<file path="src/rtl/lmb_bram_pkg.sv">
`default_nettype none
// ============================================================================
// Module      : lmb_bram_pkg
// Description : Shared state encoding, byte-lane constants and helpers for the
//               LMB BRAM interface controller.
// Revision    : 1.0 - initial release
// ============================================================================
package lmb_bram_pkg;

    localparam int C_NUM_WE = 4;
    localparam int C_LANE_W = 8;

    localparam logic [0:3] C_BE_ALL  = 4'b1111;
    localparam logic [0:3] C_BE_NONE = 4'b0000;

    typedef logic [1:0] lmb_state_t;
    localparam lmb_state_t C_ST_INIT = 2'd0;
    localparam lmb_state_t C_ST_IDLE = 2'd1;
    localparam lmb_state_t C_ST_PEND = 2'd2;

    // Captured LMB request, reused for the one-entry pending slot.
    typedef struct packed {
        logic        hit;
        logic        rd;
        logic        wr;
        logic [0:3]  be;
        logic [0:31] addr;
        logic [0:31] data;
    } lmb_req_t;

    function automatic int clog2(input int value);
        int r;
        r = 1;
        for (int i = 1; i < 32; i++) begin
            if ((1 << i) < value) begin
                r = i + 1;
            end
        end
        return r;
    endfunction

endpackage
`default_nettype wire

</file>
<file path="src/rtl/lmb_bram_init_seq.sv">
`default_nettype none
// ============================================================================
// Module      : lmb_bram_init_seq
// Description : Word counter that walks every BRAM word once for zero-fill.
// Revision    : 1.0 - initial release
// ============================================================================
module lmb_bram_init_seq
    import lmb_bram_pkg::*;
#(
    parameter int C_MEMSIZE = 'h10000
) (
    input  logic        clk,
    input  logic        rst_n,
    input  logic        i_start,
    output logic        o_en,
    output logic [0:31] o_addr,
    output logic        o_last,
    output logic        o_done
);

    localparam int c_WORDS = C_MEMSIZE / C_NUM_WE;
    localparam int c_CW    = clog2(c_WORDS);

    logic [c_CW-1:0] r_cnt;
    logic            r_done;
    logic            w_last;

    assign w_last = (r_cnt == c_CW'(c_WORDS - 1));

    always_ff @(posedge clk or negedge rst_n) begin
        if (!rst_n) begin
            r_cnt  <= '0;
            r_done <= 1'b0;
        end else if (i_start) begin
            r_cnt <= w_last ? '0 : r_cnt + c_CW'(1);
            if (w_last) begin
                r_done <= 1'b1;
            end
        end
    end

    assign o_en   = i_start;
    assign o_addr = 32'({r_cnt, 2'b00});
    assign o_last = i_start && w_last;
    assign o_done = r_done;

endmodule
`default_nettype wire

</file>
<file path="src/rtl/lmb_bram_if_ctrl.sv">
`default_nettype none
// ============================================================================
// Module      : lmb_bram_if_ctrl
// Description : LMB slave controller driving BRAM port A, with optional
//               post-reset zero-fill and a one-entry pending slot.
// Revision    : 1.0 - initial release
// ============================================================================
module lmb_bram_if_ctrl
    import lmb_bram_pkg::*;
#(
    parameter logic [31:0] C_BASEADDR    = 32'h0000_0000,
    parameter logic [31:0] C_HIGHADDR    = 32'h0000_FFFF,
    parameter int          C_MEMSIZE     = 'h10000,
    parameter int          C_INIT_CLEAR  = 1,
    parameter int          C_PORT_DWIDTH = 32
) (
    input  logic                     LMB_Clk,
    input  logic                     LMB_Rst_N,
    input  logic [0:31]              LMB_ABus,
    input  logic [0:C_PORT_DWIDTH-1] LMB_WriteDBus,
    input  logic                     LMB_AddrStrobe,
    input  logic                     LMB_ReadStrobe,
    input  logic                     LMB_WriteStrobe,
    input  logic [0:3]               LMB_BE,
    output logic [0:C_PORT_DWIDTH-1] Sl_DBus,
    output logic                     Sl_Ready,
    output logic                     Sl_UE,
    output logic                     Init_Done,
    output logic                     BRAM_Rst_A,
    output logic                     BRAM_Clk_A,
    output logic                     BRAM_EN_A,
    output logic [0:3]               BRAM_WEN_A,
    output logic [0:31]              BRAM_Addr_A,
    output logic [0:C_PORT_DWIDTH-1] BRAM_Dout_A,
    input  logic [0:C_PORT_DWIDTH-1] BRAM_Din_A
);

    localparam lmb_state_t  c_ST_RST   = (C_INIT_CLEAR != 0) ? C_ST_INIT : C_ST_IDLE;
    localparam logic [31:0] c_OFF_MASK = 32'(C_MEMSIZE - 1) & 32'hFFFF_FFFC;
    localparam logic [31:0] c_SPAN     = C_HIGHADDR - C_BASEADDR;

    lmb_state_t r_state;
    lmb_state_t w_state_nxt;

    lmb_req_t   r_pend;
    logic       r_pend_valid;
    lmb_req_t   w_req_lmb;
    lmb_req_t   w_req_cur;

    logic        w_accept;
    logic        w_access;
    logic        w_is_read;
    logic        w_init_start;
    logic        w_init_en;
    logic        w_init_last;
    logic        w_init_done;
    logic        w_seq_done;
    logic [0:31] w_init_addr;

    logic        r_ready;
    logic        r_ue;
    logic        r_rd_hit;
    logic        r_rd_miss;
    logic [0:31] r_dbus;
    logic [0:31] w_sl_dbus;

    assign BRAM_Rst_A = ~LMB_Rst_N;
    assign BRAM_Clk_A = LMB_Clk;

    // Window check as an offset compare so a zero base needs no special case.
    assign w_req_lmb.hit  = ((LMB_ABus - C_BASEADDR) <= c_SPAN);
    assign w_req_lmb.rd   = LMB_ReadStrobe;
    assign w_req_lmb.wr   = LMB_WriteStrobe;
    assign w_req_lmb.be   = LMB_BE;
    assign w_req_lmb.addr = LMB_ABus;
    assign w_req_lmb.data = LMB_WriteDBus;

    assign w_req_cur = (r_state == C_ST_PEND) ? r_pend : w_req_lmb;
    assign w_accept  = ((r_state == C_ST_IDLE) && LMB_AddrStrobe) || (r_state == C_ST_PEND);
    assign w_access  = w_accept && w_req_cur.hit && (w_req_cur.rd || w_req_cur.wr);
    assign w_is_read = w_req_cur.rd && !w_req_cur.wr;

    assign w_init_start = (r_state == C_ST_INIT);

    lmb_bram_init_seq #(
        .C_MEMSIZE (C_MEMSIZE)
    ) u_init_seq (
        .clk     (LMB_Clk),
        .rst_n   (LMB_Rst_N),
        .i_start (w_init_start),
        .o_en    (w_init_en),
        .o_addr  (w_init_addr),
        .o_last  (w_init_last),
        .o_done  (w_seq_done)
    );

    generate
        if (C_INIT_CLEAR != 0) begin : g_init_clear
            assign w_init_done = w_seq_done;
        end else begin : g_init_skip
            logic r_skip_done;
            always_ff @(posedge LMB_Clk or negedge LMB_Rst_N) begin
                if (!LMB_Rst_N) begin
                    r_skip_done <= 1'b0;
                end else begin
                    r_skip_done <= 1'b1;
                end
            end
            assign w_init_done = r_skip_done;
        end
    endgenerate

    assign Init_Done = w_init_done;

    always_ff @(posedge LMB_Clk or negedge LMB_Rst_N) begin
        if (!LMB_Rst_N) begin
            r_state <= c_ST_RST;
        end else begin
            r_state <= w_state_nxt;
        end
    end

    always_comb begin
        w_state_nxt = r_state;
        case (r_state)
            C_ST_INIT: begin
                if (w_init_last) begin
                    w_state_nxt = (r_pend_valid || LMB_AddrStrobe) ? C_ST_PEND : C_ST_IDLE;
                end
            end
            C_ST_PEND: w_state_nxt = C_ST_IDLE;
            C_ST_IDLE: w_state_nxt = C_ST_IDLE;
            default:   w_state_nxt = C_ST_IDLE;
        endcase
    end

    // Port A is gated by reset so an abort silences the BRAM immediately.
    always_comb begin
        BRAM_EN_A   = 1'b0;
        BRAM_WEN_A  = C_BE_NONE;
        BRAM_Addr_A = '0;
        BRAM_Dout_A = '0;
        if (LMB_Rst_N) begin
            if (r_state == C_ST_INIT) begin
                BRAM_EN_A   = w_init_en;
                BRAM_WEN_A  = C_BE_ALL;
                BRAM_Addr_A = w_init_addr;
            end else begin
                BRAM_Addr_A = w_req_cur.addr & c_OFF_MASK;
                BRAM_Dout_A = w_req_cur.data;
                if (w_access) begin
                    BRAM_EN_A  = 1'b1;
                    BRAM_WEN_A = w_req_cur.wr ? w_req_cur.be : C_BE_NONE;
                end
            end
        end
    end

    always_ff @(posedge LMB_Clk or negedge LMB_Rst_N) begin
        if (!LMB_Rst_N) begin
            r_pend_valid <= 1'b0;
            r_pend       <= '0;
        end else if ((r_state == C_ST_INIT) && LMB_AddrStrobe && !r_pend_valid) begin
            r_pend_valid <= 1'b1;
            r_pend       <= w_req_lmb;
        end else if (r_state == C_ST_PEND) begin
            r_pend_valid <= 1'b0;
        end
    end

    // BRAM read data arrives one cycle after enable and is passed through live.
    assign w_sl_dbus = r_rd_hit ? BRAM_Din_A : (r_rd_miss ? '0 : r_dbus);

    always_ff @(posedge LMB_Clk or negedge LMB_Rst_N) begin
        if (!LMB_Rst_N) begin
            r_ready   <= 1'b0;
            r_ue      <= 1'b0;
            r_rd_hit  <= 1'b0;
            r_rd_miss <= 1'b0;
            r_dbus    <= '0;
        end else begin
            r_ready   <= w_accept;
            r_ue      <= w_accept && !w_req_cur.hit;
            r_rd_hit  <= w_accept && w_req_cur.hit && w_is_read;
            r_rd_miss <= w_accept && !w_req_cur.hit && w_is_read;
            r_dbus    <= w_sl_dbus;
        end
    end

    assign Sl_Ready = r_ready;
    assign Sl_UE    = r_ue;
    assign Sl_DBus  = w_sl_dbus;

endmodule
`default_nettype wire
</file>
<file path="config.mk">
export PLATFORM = sky130hd
export DESIGN_NAME = lmb_bram_if_ctrl
export DESIGN_NICKNAME = d
export VERILOG_FILES = /design/src/rtl/lmb_bram_pkg.sv /design/src/rtl/lmb_bram_init_seq.sv /design/src/rtl/lmb_bram_if_ctrl.sv
export SDC_FILE = /design/constraint.sdc
export NUM_CORES = 1
export LEC_CHECK = 0
export ABC_AREA = 1
export BUFFER_PORTS_ARGS = -buffer_cell sky130_fd_sc_hd__clkbuf_2
export CAP_MARGIN = 10
export CORE_MARGIN = 5
export CORE_UTILIZATION = 52
export DETAILED_ROUTE_END_ITERATION = 10
export HOLD_SLACK_MARGIN = 0.06
export PLACE_DENSITY = 0.8
export SLEW_MARGIN = 40
export SYNTH_ARGS = -nofsm -noshare
export SYNTH_HDL_FRONTEND = slang
export SYNTH_SLANG_ARGS = --single-unit
</file>
<file path="constraint.sdc">
create_clock -name LMB_Clk -period 2.09 [get_ports LMB_Clk]
set_input_delay 0.209 -clock LMB_Clk [delete_from_list [all_inputs] [get_ports LMB_Clk]]
set_output_delay 0.209 -clock LMB_Clk [all_outputs]
set_load 0.03 [all_outputs]
</file>
# After elaboration in Yosys (flattened, before gate mapping)
# Cells that the tools add are included.
[classes]
addsub = 1
n_lt_le_gt_ge = 1
eq_ne = 4
muxes = 20
n_bitwise = 1
reduce_logical = 19
[ops]
columns = ["operator", "n"]
rows = [
  ["32-bit two-way mux", 7],
  ["71-bit two-way mux", 1],
  ["32-bit by 1-bit adder with 32-bit output (second input constant)", 1],
  ["32-bit by 14-bit equality test with 1-bit output (second input constant)", 1],
  ["32-bit by 16-bit <= comparator with 1-bit output (second input constant)", 1],
  ["4-bit two-way mux", 4],
  ["1-bit logical AND", 10],
  ["2-bit two-way mux", 3],
  ["1-bit two-way mux", 5],
  ["1-bit zero test", 3],
  ["1-bit logical OR", 3],
  ["2-bit by 1-bit equality test with 1-bit output (second input constant)", 1],
  ["2-bit equality test (second input constant)", 1],
  ["2-bit zero test", 1],
  ["2-bit inequality test (second input constant)", 1],
  ["2-bit AND reduction", 1],
  ["2-bit nonzero test", 1],
  ["1-bit inverter", 1],
]
[word_totals]
ff_bits = 143

# Logic depth before layout (Yosys ltp)
[logic_depth]
ltp_word = 8
mapped_depth = 10
depth_no_buf = 10

# Modules after synthesis
# Synthesis repeated with hierarchy kept, for this count alone.
[hier_totals]
cells_unflattened = 961
area_unflattened_um2 = 7368.3
[by_module_without_submodules]
columns = ["module", "instances", "cells_per_inst", "area_per_inst_um2"]
rows = [
  ["lmb_bram_if_ctrl", 1, 582, 4873.4],
  ["lmb_bram_init_seq", 1, 379, 2494.9],
]

==> results.md <==
- Iteration-0 DRC Markers: 641
- CP Data Required Time: 1880 ps
- CP Launch Type: flop
- Core area: 13100 um^2
- Worst Hold Depth: 3
- Mean post-synth cell area: 7.66 um^2
- Cell area after synthesis: 6840 um^2
- CP Max Fanout: 38
- Root buf cell: clkbuf_16
- Slew @ Worst Pin: 497 ps
- Starting Density: 52.3%
- Leakage: 0.00496 uW
- Synth Warn #: 0
- Worst hold path type: in2reg
- Post-synthesis sequential area ratio: 45.7%
- DRT met1 WL: 8.27 mm
- Highest routed layer: met4
- TritonCTS clock tree: yes
- Clk_skew: 8.85 ps
- Fill cell count: 985
- Layout cells sized above 1: 28.2%
- Max-slew violation count: 0
- Post-route ant nets: 0
- Clk slew on worst S/H paths: 60 ps
- Via count: 7015
- PwrDens: 640 nW/um^2
- Hold slack final: 64.8 ps
- # IOs: 211
- Number of global-route vias before repair: 6836
- Vias per inst: 5.15
- Total track usage: 26.4%
- RSZ-0062 raised after global routing: yes
- Crit path arrival time: 1850 ps
- Final Hold Vio Count: 0
- R2R depth: 8
- Die area: 15500 um^2
- PortBufs: 206
- Fmax: 485 MHz
- Fin Setup TNS: 0 ps
- Kind of critical path: reg2out
- Final min period: 2060 ps
- Relative slew margins: 66.6%
- Routed wire length: 20.4 mm
- Total gr overflow: 0
- Global-route wire length before repair: 33.6 mm
- Final Setup Violations: 0
- Routed len/inst: 15.0 um
- Nets: 1279
- Initial antenna violation count: 1
- #FFs+latches synth: 125
- Hpwl dp: 13.3 mm
- Met2 wire len: 10.1 mm
- Die width: 125 um
- CP endpoint kind: output pin
- Remaining DRCs: 0
- DR pass1 iterations: 5
- H-Tree Depth: 4
- Tcrit/Tclk final: 98.6%
- Max VDD drop: 0.473 mV
- Status: completed
- Post-synth ARST share: 100%
- CTS Buf Count: 17
- Synth Flop Type: dfrtp_1
- Post-synth EDFFs: 0
- Synth unique cells: 34
- Max-cap violation count: 0
- Gpl congestion: 0.926
- FP Rows: 42
- Chip Height: 125 um
- WL met3: 1.40 mm
- Largest net degree at the start of global routing: 40
- Synth-to-layout area growth: 39.6%
- Clk buf depth: 2
- Worst skew pair latency: 420 ps
- Syn Inst Count: 893
-- cell type report --
cell class              instances  area [um^2]  share of cell area (%)
flip-flops and latches        125         3130                    32.8
multi-input cells             612         3110                    32.6
repair buffers                302         2020                    21.1
clock buffers                  19          444                    4.65
inverters                     114          435                    4.56
well taps                     176          220                    2.31
clock inverters                14          183                    1.91
diodes                          1         2.50                  0.0262
-- flip-flops by register name (all words and copies together), names as in the netlist --
name and flops:
r_rd_miss 1, r_pend_valid 1, r_rd_hit 1, Sl_UE 1
r_dbus 32, r_state 2, u_init_seq.o_done 1, u_init_seq.r_cnt 32
Sl_Ready 1, r_pend 53
-- metal layers --
| metal | track usage (%) | vias up |
|---|---|---|
| li1 | - | 3405 |
| met1 | 31.5 | 3220 |
| met4 | 10.8 | 0 |
| met5 | 0 | - |
| met3 | 6.13 | 59 |
| met2 | 45.8 | 331 |
-- kinds of logic after synthesis --
| logic type | share of synthesized area [%] |
|---|---|
| XOR/XNOR | 1.41 |
| flip-flops | 45.7 |
| other | 0.0548 |
| multiplexers | 6.92 |
| buffers and inverters | 9.29 |
| AO/OA/AOI/OAI | 8.65 |
| adder cells (fa/ha/maj) | 0.183 |
| AND/OR/NAND/NOR | 27.8 |
-- placed cells by master, fill, tap and decap left out, drive strengths merged, types with 2 or more instances in the layout --
cell,synthesis,routed
nor3,37,37
a21oi,39,39
or2,4,4
nand2,275,275
o221ai,11,11
xor2,10,10
conb,1,2
nor2,77,77
nand3,43,43
dlygate4sd3,0,67
mux2,42,42
inv,114,119
clkinv,0,6
clkbuf,18,208
nand4,11,11
dfrtp,125,125
o21ai,54,54
buf,25,46
bufinv,0,3
-- per-stage QoR --
| step | cells | worst slack, ps | power [uW] | instance area, um^2 | utilization [%] |
|---|---|---|---|---|---|
| 2_1_floorplan | 894 | 109 | 2750 | 6840 | - |
| 3_3_place_gp | 1254 | 312 | 2970 | 8100 | 61.9 |
| 3_5_place_dp | 1254 | 287 | 2970 | 8100 | 61.9 |
| 4_1_cts | 1356 | -1.21 | 6140 | 9450 | 72.2 |
| 5_1_grt | 1363 | -61.9 | 6340 | 9540 | 72.9 |
| 6_report | 1363 | 29.7 | 6110 | 9540 | 72.9 |
-- path summary, 6_finish.rpt --
path	from	endpoint	slack (ps)
max	r_state[0]$_DFFE_PN0P_	BRAM_Dout_A[30]	30
min	BRAM_Din_A[7]	r_dbus[7]$_DFF_PN0_	60
max reg2reg	r_state[1]$_DFFE_PN0P_	u_init_seq.r_cnt[15]$_DFFE_PN0P_	230
min reg2reg	r_pend[69]$_DFFE_PN0P_	r_pend[69]$_DFFE_PN0P_	480
max in group asynchronous	LMB_Rst_N	r_pend[3]$_DFFE_PN0P_	1080
min in group asynchronous	LMB_Rst_N	u_init_seq.r_cnt[20]$_DFFE_PN0P_	190
-- worst max-delay path, cell delays in order (launching register included) --
cell and delay, ps:
dfrtp_2 410, buf_4 390, nand2_1 150, a21oi_1 230
clkbuf_2 240
-- synth_stat cells (4+ instances only) --
library cell  instances  area share [%]
a21oi_1              38             2.8
buf_1                 4            0.22
buf_2                13            0.95
buf_4                 8            0.88
clkbuf_1             18            0.99
dfrtp_1             125              46
inv_1               110             6.0
inv_2                 4            0.22
mux2_2               42             6.9
nand2_1             272              15
nand3_1              43             3.1
nand4_1               9            0.82
nor2_1               73             4.0
nor3_1               36             2.6
o21ai_0              53             3.9
o221ai_1             11             1.4
xor2_1               10             1.3
-- timing repair --
action | in CTS | in global routing
hold endpoints to repair | 123 | 0
buffers inserted | 3 | 5
cloned | 0 | 1
setup endpoints to repair | 56 | 54
hold buffers | 67 | 0
pin swaps | 4 | 4
gates resized for setup | 14 | 38
-- report_power, final --
part	switching, uW	internal, uW	total, uW
Combinational	323	239	562
Clock	1180	1940	3120
Sequential	1.39	2430	2430
Power figures use the tool's default switching activity.
